## config.mk

```make
export PLATFORM = sky130hd
export DESIGN_NAME = xor_pair_initiator
export DESIGN_NICKNAME = d
export VERILOG_FILES = /design/src/rtl/xor_if_pkg.sv /design/src/rtl/xor_pair_initiator_fifo.sv /design/src/rtl/xor_pair_initiator.sv
export SDC_FILE = /design/constraint.sdc
export NUM_CORES = 1
export LEC_CHECK = 0
export CORE_MARGIN = 2
export CORE_UTILIZATION = 53
export DETAILED_ROUTE_END_ITERATION = 10
export HOLD_SLACK_MARGIN = 0.02
export PLACE_DENSITY_LB_ADDON = 0.1
export REMOVE_ABC_BUFFERS = 1
export SLEW_MARGIN = 25
export SYNTH_ARGS = -nofsm -noshare
export SYNTH_HDL_FRONTEND = slang
export SYNTH_SLANG_ARGS = --single-unit
```

## constraint.sdc

```tcl
create_clock -name CLK -period 3.3 [get_ports CLK]
set_clock_uncertainty 0.2 [all_clocks]
set_input_delay 0.495 -clock CLK [delete_from_list [all_inputs] [get_ports CLK]]
set_output_delay 0.495 -clock CLK [all_outputs]
set_load 0.1 [all_outputs]
```

## src/rtl/xor_if_pkg.sv

```systemverilog
// Shared definitions for the two-operand XOR en/rdy initiator.
// State encoding, default widths and the saturating-increment helper.
package xor_if_pkg;

  localparam int DATA_W_DEF = 1;
  localparam int CNT_W_DEF  = 16;

  localparam logic [1:0] ST_IDLE  = 2'd0;
  localparam logic [1:0] ST_ISSUE = 2'd1;
  localparam logic [1:0] ST_HOLD  = 2'd2;

  // Increment v, sticking at the all-ones value of a w-bit counter.
  function automatic logic [31:0] sat_inc(
    input logic [31:0] v,
    input int unsigned w
  );
    logic [31:0] max;
    max = (w >= 32) ? 32'hffff_ffff
                    : ((32'd1 << w) - 32'd1);
    return (v >= max) ? max : v + 32'd1;
  endfunction

endpackage

```

## src/rtl/xor_pair_initiator_fifo.sv

```systemverilog
// Synchronous FIFO with wrap-bit pointers and an occupancy count.
// DEPTH must be a power of two, at least 2.
module sync_fifo #(
  parameter int WIDTH = 8,
  parameter int DEPTH = 4
) (
  input  logic                     CLK,
  input  logic                     RST_N,
  input  logic                     push,
  input  logic                     pop,
  input  logic [WIDTH-1:0]         wdata,
  output logic [WIDTH-1:0]         rdata,
  output logic                     full,
  output logic                     empty,
  output logic [$clog2(DEPTH):0]   count
);

  localparam int AW = $clog2(DEPTH);

  logic [WIDTH-1:0] mem_q [DEPTH];
  logic [AW:0]      wp_q, wp_d;
  logic [AW:0]      rp_q, rp_d;

  always_comb begin
    wp_d = wp_q;
    rp_d = rp_q;
    if (push) wp_d = wp_q + (AW+1)'(1);
    if (pop)  rp_d = rp_q + (AW+1)'(1);
  end

  always_ff @(posedge CLK or negedge RST_N) begin
    if (!RST_N) begin
      wp_q <= '0;
      rp_q <= '0;
    end else begin
      wp_q <= wp_d;
      rp_q <= rp_d;
    end
  end

  always_ff @(posedge CLK) begin
    if (push) mem_q[wp_q[AW-1:0]] <= wdata;
  end

  assign rdata = mem_q[rp_q[AW-1:0]];
  assign count = wp_q - rp_q;
  assign empty = (wp_q == rp_q);
  assign full  = (count == (AW+1)'(DEPTH));

endmodule

```

## src/rtl/xor_pair_initiator.sv

```systemverilog
// Drives operand pairs onto the A/B channels and checks Y against A^B.
// Define XOR_PAIR_INITIATOR_TMO_EN to build the watchdog and tmo port.
module xor_pair_initiator
  import xor_if_pkg::*;
#(
  parameter int DATA_W    = DATA_W_DEF,
  parameter int CMD_DEPTH = 4,
  parameter int EXP_DEPTH = 4,
  parameter int CNT_W     = CNT_W_DEF,
  parameter int TMO_W     = 8
) (
  input  logic                       CLK,
  input  logic                       RST_N,
  input  logic                       cmd_valid,
  input  logic [DATA_W-1:0]          cmd_a,
  input  logic [DATA_W-1:0]          cmd_b,
  output logic                       cmd_rdy,
  output logic [DATA_W-1:0]          a_data,
  output logic                       a_en,
  input  logic                       a_rdy,
  output logic [DATA_W-1:0]          b_data,
  output logic                       b_en,
  input  logic                       b_rdy,
  input  logic [DATA_W-1:0]          y_data,
  input  logic                       y_en,
  output logic                       y_rdy,
  output logic [CNT_W-1:0]           pass_cnt,
  output logic [CNT_W-1:0]           fail_cnt,
  output logic [$clog2(EXP_DEPTH):0] outstanding,
  output logic                       err,
  output logic                       idle
`ifdef XOR_PAIR_INITIATOR_TMO_EN
  ,
  output logic                       tmo
`endif
);

  localparam int OW = $clog2(EXP_DEPTH) + 1;

  logic [1:0]          state_q, state_d;
  logic                a_en_q, a_en_d;
  logic                b_en_q, b_en_d;
  logic [DATA_W-1:0]   a_data_q, a_data_d;
  logic [DATA_W-1:0]   b_data_q, b_data_d;
  logic                y_rdy_q, y_rdy_d;
  logic                err_q, err_d;
  logic [CNT_W-1:0]    pass_q, pass_d;
  logic [CNT_W-1:0]    fail_q, fail_d;

  logic                cmd_push, cmd_pop;
  logic                cmd_full, cmd_empty;
  logic [2*DATA_W-1:0] cmd_head;
  logic [$clog2(CMD_DEPTH):0] unused_cmd_cnt;

  logic                exp_push, exp_pop;
  logic                exp_full, exp_empty;
  logic [DATA_W-1:0]   exp_head, exp_wdata;
  logic [OW-1:0]       exp_cnt;

  logic                can_issue, y_xfer;

  assign cmd_rdy   = !cmd_full;
  assign cmd_push  = cmd_valid && !cmd_full;
  assign can_issue = !cmd_empty && !exp_full;
  assign y_xfer    = y_en && y_rdy_q;
  assign exp_pop   = y_xfer;
  assign exp_wdata = cmd_head[2*DATA_W-1:DATA_W]
                   ^ cmd_head[DATA_W-1:0];

  sync_fifo #(
    .WIDTH (2*DATA_W),
    .DEPTH (CMD_DEPTH)
  ) u_cmd_fifo (
    .CLK   (CLK),
    .RST_N (RST_N),
    .push  (cmd_push),
    .pop   (cmd_pop),
    .wdata ({cmd_a, cmd_b}),
    .rdata (cmd_head),
    .full  (cmd_full),
    .empty (cmd_empty),
    .count (unused_cmd_cnt)
  );

  sync_fifo #(
    .WIDTH (DATA_W),
    .DEPTH (EXP_DEPTH)
  ) u_exp_fifo (
    .CLK   (CLK),
    .RST_N (RST_N),
    .push  (exp_push),
    .pop   (exp_pop),
    .wdata (exp_wdata),
    .rdata (exp_head),
    .full  (exp_full),
    .empty (exp_empty),
    .count (exp_cnt)
  );

  // ISSUE leaves only once both en flops read low, so the
  // pair period is never shorter than three cycles.
  always_comb begin
    state_d  = state_q;
    a_en_d   = a_en_q;
    b_en_d   = b_en_q;
    a_data_d = a_data_q;
    b_data_d = b_data_q;
    cmd_pop  = 1'b0;
    exp_push = 1'b0;
    unique case (state_q)
      ST_ISSUE: begin
        a_en_d = a_en_q && !a_rdy;
        b_en_d = b_en_q && !b_rdy;
        if (!a_en_q && !b_en_q) state_d = ST_HOLD;
      end
      default: begin
        state_d = ST_IDLE;
        if (can_issue) begin
          state_d  = ST_ISSUE;
          cmd_pop  = 1'b1;
          exp_push = 1'b1;
          a_en_d   = 1'b1;
          b_en_d   = 1'b1;
          a_data_d = cmd_head[2*DATA_W-1:DATA_W];
          b_data_d = cmd_head[DATA_W-1:0];
        end
      end
    endcase
  end

  always_comb begin
    pass_d  = pass_q;
    fail_d  = fail_q;
    err_d   = err_q;
    y_rdy_d = exp_push || (exp_cnt > OW'(exp_pop));
    if (y_xfer) begin
      if (y_data == exp_head) begin
        pass_d = CNT_W'(sat_inc(32'(pass_q), CNT_W));
      end else begin
        fail_d = CNT_W'(sat_inc(32'(fail_q), CNT_W));
        err_d  = 1'b1;
      end
    end
  end

  always_ff @(posedge CLK or negedge RST_N) begin
    if (!RST_N) begin
      state_q  <= ST_IDLE;
      a_en_q   <= 1'b0;
      b_en_q   <= 1'b0;
      a_data_q <= '0;
      b_data_q <= '0;
      y_rdy_q  <= 1'b0;
      err_q    <= 1'b0;
      pass_q   <= '0;
      fail_q   <= '0;
    end else begin
      state_q  <= state_d;
      a_en_q   <= a_en_d;
      b_en_q   <= b_en_d;
      a_data_q <= a_data_d;
      b_data_q <= b_data_d;
      y_rdy_q  <= y_rdy_d;
      err_q    <= err_d;
      pass_q   <= pass_d;
      fail_q   <= fail_d;
    end
  end

  assign a_en        = a_en_q;
  assign b_en        = b_en_q;
  assign a_data      = a_data_q;
  assign b_data      = b_data_q;
  assign y_rdy       = y_rdy_q;
  assign err         = err_q;
  assign pass_cnt    = pass_q;
  assign fail_cnt    = fail_q;
  assign outstanding = exp_cnt;
  assign idle        = cmd_empty && (state_q == ST_IDLE)
                    && exp_empty;

`ifdef XOR_PAIR_INITIATOR_TMO_EN
  logic [TMO_W-1:0] tmo_cnt_q, tmo_cnt_d;
  logic             tmo_q, tmo_d;

  always_comb begin
    tmo_cnt_d = tmo_cnt_q;
    tmo_d     = tmo_q;
    if (y_xfer || exp_empty) begin
      tmo_cnt_d = '0;
    end else if (tmo_cnt_q != '1) begin
      tmo_cnt_d = tmo_cnt_q + TMO_W'(1);
    end
    if (tmo_cnt_d == '1) tmo_d = 1'b1;
  end

  always_ff @(posedge CLK or negedge RST_N) begin
    if (!RST_N) begin
      tmo_cnt_q <= '0;
      tmo_q     <= 1'b0;
    end else begin
      tmo_cnt_q <= tmo_cnt_d;
      tmo_q     <= tmo_d;
    end
  end

  assign tmo = tmo_q;
`else
  logic unused_tmo_w;
  assign unused_tmo_w = (TMO_W > 0);
`endif

endmodule

```

Word level (Yosys, flattened, before mapping) --
Memory sizes are Yosys's and may differ from the RTL's. Cells that the tools add are included.
Storage, ports and cells: flip-flop bits (word level) 52, memory bits (writable) 12, memories 2
Operators by class: add/sub/neg operators 8, $lt $le $gt $ge 3, equal/unequal tests 7, muxes and demuxes 14, bitwise operators 3, reduce and logical (&&, ||, !) cells 21
Memory list:
- u_cmd_fifo.mem_q | words 4, width 2, rd ports 1, clocked after Yosys merged registers in 0, write ports 1, line xor_pair_initiator_fifo.sv:20 | logic [WIDTH-1:0] mem_q [DEPTH];
- u_exp_fifo.mem_q | words 4, width 1, rd ports 1, clocked after Yosys merged registers in 0, write ports 1, line xor_pair_initiator_fifo.sv:20
Operators by type and width (count):
- adder 16 x 1 -> 16 bit (second input constant) | 2
- greater-or-equal comparator 16 bit (second input constant) | 2
- 2-to-1 mux 16 bit | 2
- adder 3 x 1 -> 3 bit (second input constant) | 4
- 2-to-1 mux 1 bit | 10
- logical AND 1 bit | 8
- logical NOT 1 bit | 7
- == test 3 bit | 2
- == test 3 bit (second input constant) | 2
- AND reduction 2 bit | 3
- subtractor 3 bit | 2
- 2-to-1 mux 2 bit | 2
- greater-than comparator 3 x 1 -> 1 bit | 1
- == test 2 x 1 -> 1 bit (second input constant) | 1
- logical NOT 2 bit | 1
- != test 2 bit (second input constant) | 1
- NOT 1 bit | 2
- nonzero test 2 bit | 1
- == test 1 bit | 1
- logical OR 1 bit | 1
- bitwise XOR 1 bit | 1

Longest topological paths before layout --
depth after elaboration 8, depth in mapped cells 8, gate-level depth less buffers 7

By module --
From an unflattened synthesis, not the netlist that was laid out.
Unflattened totals: cell total of the unflattened synthesis 302, area total of the unflattened synthesis 3270.6 µm²
By module, submodules not included:
- xor_pair_initiator | instances 1, cells an instance 211, area each 2018.2 µm²
- sync_fifo at u_cmd_fifo | instances 1, cells an instance 48, area each 700.7 µm²
- sync_fifo at u_exp_fifo | instances 1, cells an instance 43, area each 551.8 µm²

Worst setup path before layout --
OpenSTA, ideal clock, no wires.
path kind flip-flop to output port, from register u_cmd_fifo.rp_q[0], to output port idle, arrival 3.753 ns, path slack -1.148 ns, cell stages (with the launch flop) 4, path buffers 0, cell sequence dfrtp_1 > ha_1 > nand3_1 > nor4_1
On the way: longest elaborated chain between the ends 3
RTL lines:
- start, declared | line xor_pair_initiator_fifo.sv:22 | logic [AW:0] rp_q, rp_d;
- start signal, assigned | line xor_pair_initiator_fifo.sv:37 | rp_q <= rp_d;
- == test 3 bit | line xor_pair_initiator_fifo.sv:47 | assign empty = (wp_q == rp_q);
- logical AND 1 bit | line xor_pair_initiator.sv:179 | assign idle = cmd_empty && (state_q == ST_IDLE)
- logical AND 1 bit | line xor_pair_initiator.sv:180 | && exp_empty;
- end, declared | line xor_pair_initiator.sv:31 | output logic idle
No other way between the ends.

Worst setup path after layout --
from register u_exp_fifo.wp_q[0], to output port outstanding[2]
On the way: longest elaborated chain between the ends 1
RTL lines:
- start, declared | line xor_pair_initiator_fifo.sv:21 | logic [AW:0] wp_q, wp_d;
- start signal, assigned | line xor_pair_initiator_fifo.sv:36 | wp_q <= wp_d;
- subtractor 3 bit | line xor_pair_initiator_fifo.sv:46 | assign count = wp_q - rp_q;
- end, declared | line xor_pair_initiator.sv:29 | output logic [$clog2(EXP_DEPTH):0] outstanding,
No other way between the ends.

==> out/qor.tcl <==
set qor(rsz0062_at_grt) {no}
set qor(yosys_register_bits) 64
set qor(crit_path_frequent_cell) {inv_1}
set qor(cp-start-kind) {flop}
set qor(ios) 52
set qor(min_period_over_period_pct) 82.3
set qor(synth_seq_area_share_pct) 52.0
set qor(post-cts-setup-buffer-count) 0
set qor(critical_path_peak_fanout) 4
set qor(cts.clk_slew.worst_paths_ns) 0.06
set qor(clk-insertion-delay-late_ns) 0.33
set qor(syn-instance-count) 288
set qor(r2r_setup_slk_ns) 0.68
set qor(result_of_the_run) {finished, final reports clean}
set qor(synthTopCellsByCount) {dfrtp_1 (52), nand2_1 (26), a21oi_1 (25)}
set qor(critical-path-slowest-cell) {dfrtp_1}
set qor(cts.root.buffer_cell) {clkbuf_8}
set qor(syn-cell-area_um2) 3190
set qor(critical_path.cell_chain) {inv_1, ha_1, fa_1, xor2_1, inv_1, buf_4}
set qor(dr.pass1.iters) 4
set qor(synth-main-ff-cell) {dfrtp_1}
set qor(drt-wirelength-per-cell_um) 14.2
set qor(endpoint) {outstanding[2]}
set qor(critical_path.startpoint) {u_exp_fifo.wp_q[0]}
set qor(numCtsBuffers) 9
set qor(worst_r2r_endpoint) {u_exp_fifo.wp_q[1]}
set qor(critical_path.endpoint_type) {primary output}
set qor(cp_data_required_time_ns) 2.60
set qor(detailed_place_hpwl_um) 4310
set qor(die_h_um) 81.6
set qor(final_layout_size_suffix_gt1_share_pct) 21.1
set qor(global_route_wire_length_before_repair_um) 9920
set qor(fraction_of_registers_with_async_set_or_reset_after_synthesis_pct) 81.3
set qor(hold_class) {flop to flop}
set qor(finalSetupViolations) 0
set qor(crit_type) {flop to primary output}
set qor(vias_per_cell) 5.60
set qor(routabilityCongestion) 0.766
set qor(cp_data_arrival_time_ns) 2.02
set qor(timing.reg2reg.worst_path_depth) 7
set qor(synth-edff-count) 12
set qor(dieWidth_um) 81.6
set qor(die_area_um2) 6660
set qor(yosysTopAreaCellShare_pct) 40.7
set qor(synth-warning-count) 0
set qor(finalWorstPathRequiredPeriod_ns) 2.71
set qor(first_global_vias) 2186
set qor(clock.fmax_mhz) 368
set qor(max_cap_violations) 0
set qor(drc) 0
set qor(initial_antenna_violation_count) 0
set qor(globalRoute.totalOverflow) 0
set qor(max_stage_delay_ns) 0.40
set qor(initial_detailed_routing_violation_count) 162
set qor(grt_max_degree) 34
set qor(worst_slew_margin_rel_pct) 64.7
set qor(htree_num_levels) 3
set qor(place.port_buffers) 51
set qor(vias) 2382
set qor(initial_core_util_pct) 54.3
set qor(flow.area_growth_from_synthesis_pct) 20.6
set qor(drt_wl_total_um) 6050
set qor(worstMarginPinSlew_ns) 0.527
set qor(row_count) 28
set qor(cts_sinks) 64
set qor(clk_path_buf_depth) 2
set qor(tritoncts) {yes}
set qor(gr-usage-all-layers_pct) 19.6
set qor(yosysMostFrequentCell) {dfrtp_1}
set qor(core_um2) 5890
set qor(synth_cell_types) 41
set qor(synth_top_cell_by_area) {dfrtp_1}
set qor(final_antenna_net_count) 0
set qor(report.final.slew_viol_count) 0
set qor(worstReg2RegStart) {u_exp_fifo.wp_q[0]}
set qor(layout.core_utilization_pct) 65.4
set qor(final_hold_viol_count) 0
set qor(nNetsFinal) 373
set qor(antenna_cells) 0
set qor(synthTopCellsByArea) {dfrtp_1 (41%), edfxtp_1 (11%), ha_1 (6.7%)}
set qor(postSynthAreaPerCell_um2) 11.1
through the flow:
step	instance area [µm²]	worst slack [ns]	instances	TNS, ns	hold WS (ns)
after CTS	3850	0.582	425	0	0.272
after floorplan	3150	-1.15	280	-1.15	-0.000591
after global placement	3660	0.770	409	0	0.252
after detailed placement	3660	0.699	409	0	0.254
after global routing	3850	0.486	425	0	0.293
final	3850	0.586	425	0	0.263
flip-flops by register name (all words and copies together) (netlist names):
name,count
u_cmd_fifo.mem_q,8
u_exp_fifo.wp_q,3
u_exp_fifo.rp_q,3
u_cmd_fifo.rp_q,3
u_cmd_fifo.wp_q,3
u_exp_fifo.mem_q,4
a_en,1
y_rdy,1
state_q,2
b_data,1
err,1
a_data,1
fail_cnt,16
pass_cnt,16
b_en,1
kinds of logic (layout without fill, tap and decap cells):
kind of cell	Yosys count	count (layout)	synth area share (%)
AO/OA/AOI/OAI	50	50	9.79
flip-flops	64	64	52.0
buffers and inverters	26	88	3.49
XOR/XNOR	14	14	4.07
multiplexers	14	14	5.99
adder cells (fa/ha/maj)	18	18	7.29
AND/OR/NAND/NOR	102	102	17.4
final cells by class:
class / instances / area, µm²
clock buffer: 15 / 176
inverter: 18 / 67.6
tap: 75 / 93.8
fill: 474 / 2030
timing repair buffer: 55 / 430
multi-input combinational: 198 / 1420
sequential: 64 / 1660
layer usage:
layer / share of wire, % / up-vias / GRT usage [%]
li1: - / 1161 / -
met1: 46 / 1144 / 25.0
met2: 48 / 67 / 32.3
met3: 4.6 / 10 / 3.85
met4: 1.9 / 0 / 9.00
met5: 0 / - / 0
worst min-delay path by stage:
stage	from	to	slack [ns]	cells past startpoint
6_report	err	err	0.26	1
5_1_grt	err	err	0.29	1
4_1_cts	err	err	0.27	1
3_5_place_dp	err	err	0.25	1
3_3_place_gp	err	err	0.25	1
2_1_floorplan	RST_N	a_data	-0.0006	0
cell usage in the layout (no fill, tap or decap), drive strengths merged, types with 3 or more instances in the layout:
cell,Yosys,routed
clkdlybuf4s50,0,7
inv,18,18
buf,7,47
dfrtp,52,52
xor2,6,6
and4,8,8
nand2b,3,3
nand4,11,11
o21ai,4,4
clkbuf,1,15
ha,17,17
a31oi,10,10
mux2,11,11
a41oi,6,6
nand2,26,26
xnor2,8,8
nor2,19,19
edfxtp,12,12
a21oi,25,25
and3,8,8
mux4,3,3
nand3,13,13
and2,6,6
worst max-delay path: cells and delay by family, from the launching register on:
kind	cells	cell delay, ns
XOR/XNOR	1	0.30
adder cells (fa/ha/maj)	2	0.57
buffers and inverters	3	0.41
flip-flops	1	0.40
timing repair:
| action | in CTS | in global routing |
|---|---|---|
| hold buffers | 1 | 0 |
| hold endpoints to repair | 19 | 0 |
| resized for setup | 0 | 0 |
Power is left out: the tool's default activity adds up to more than one toggle a clock period on the data nets, which glitch-free logic cannot reach.
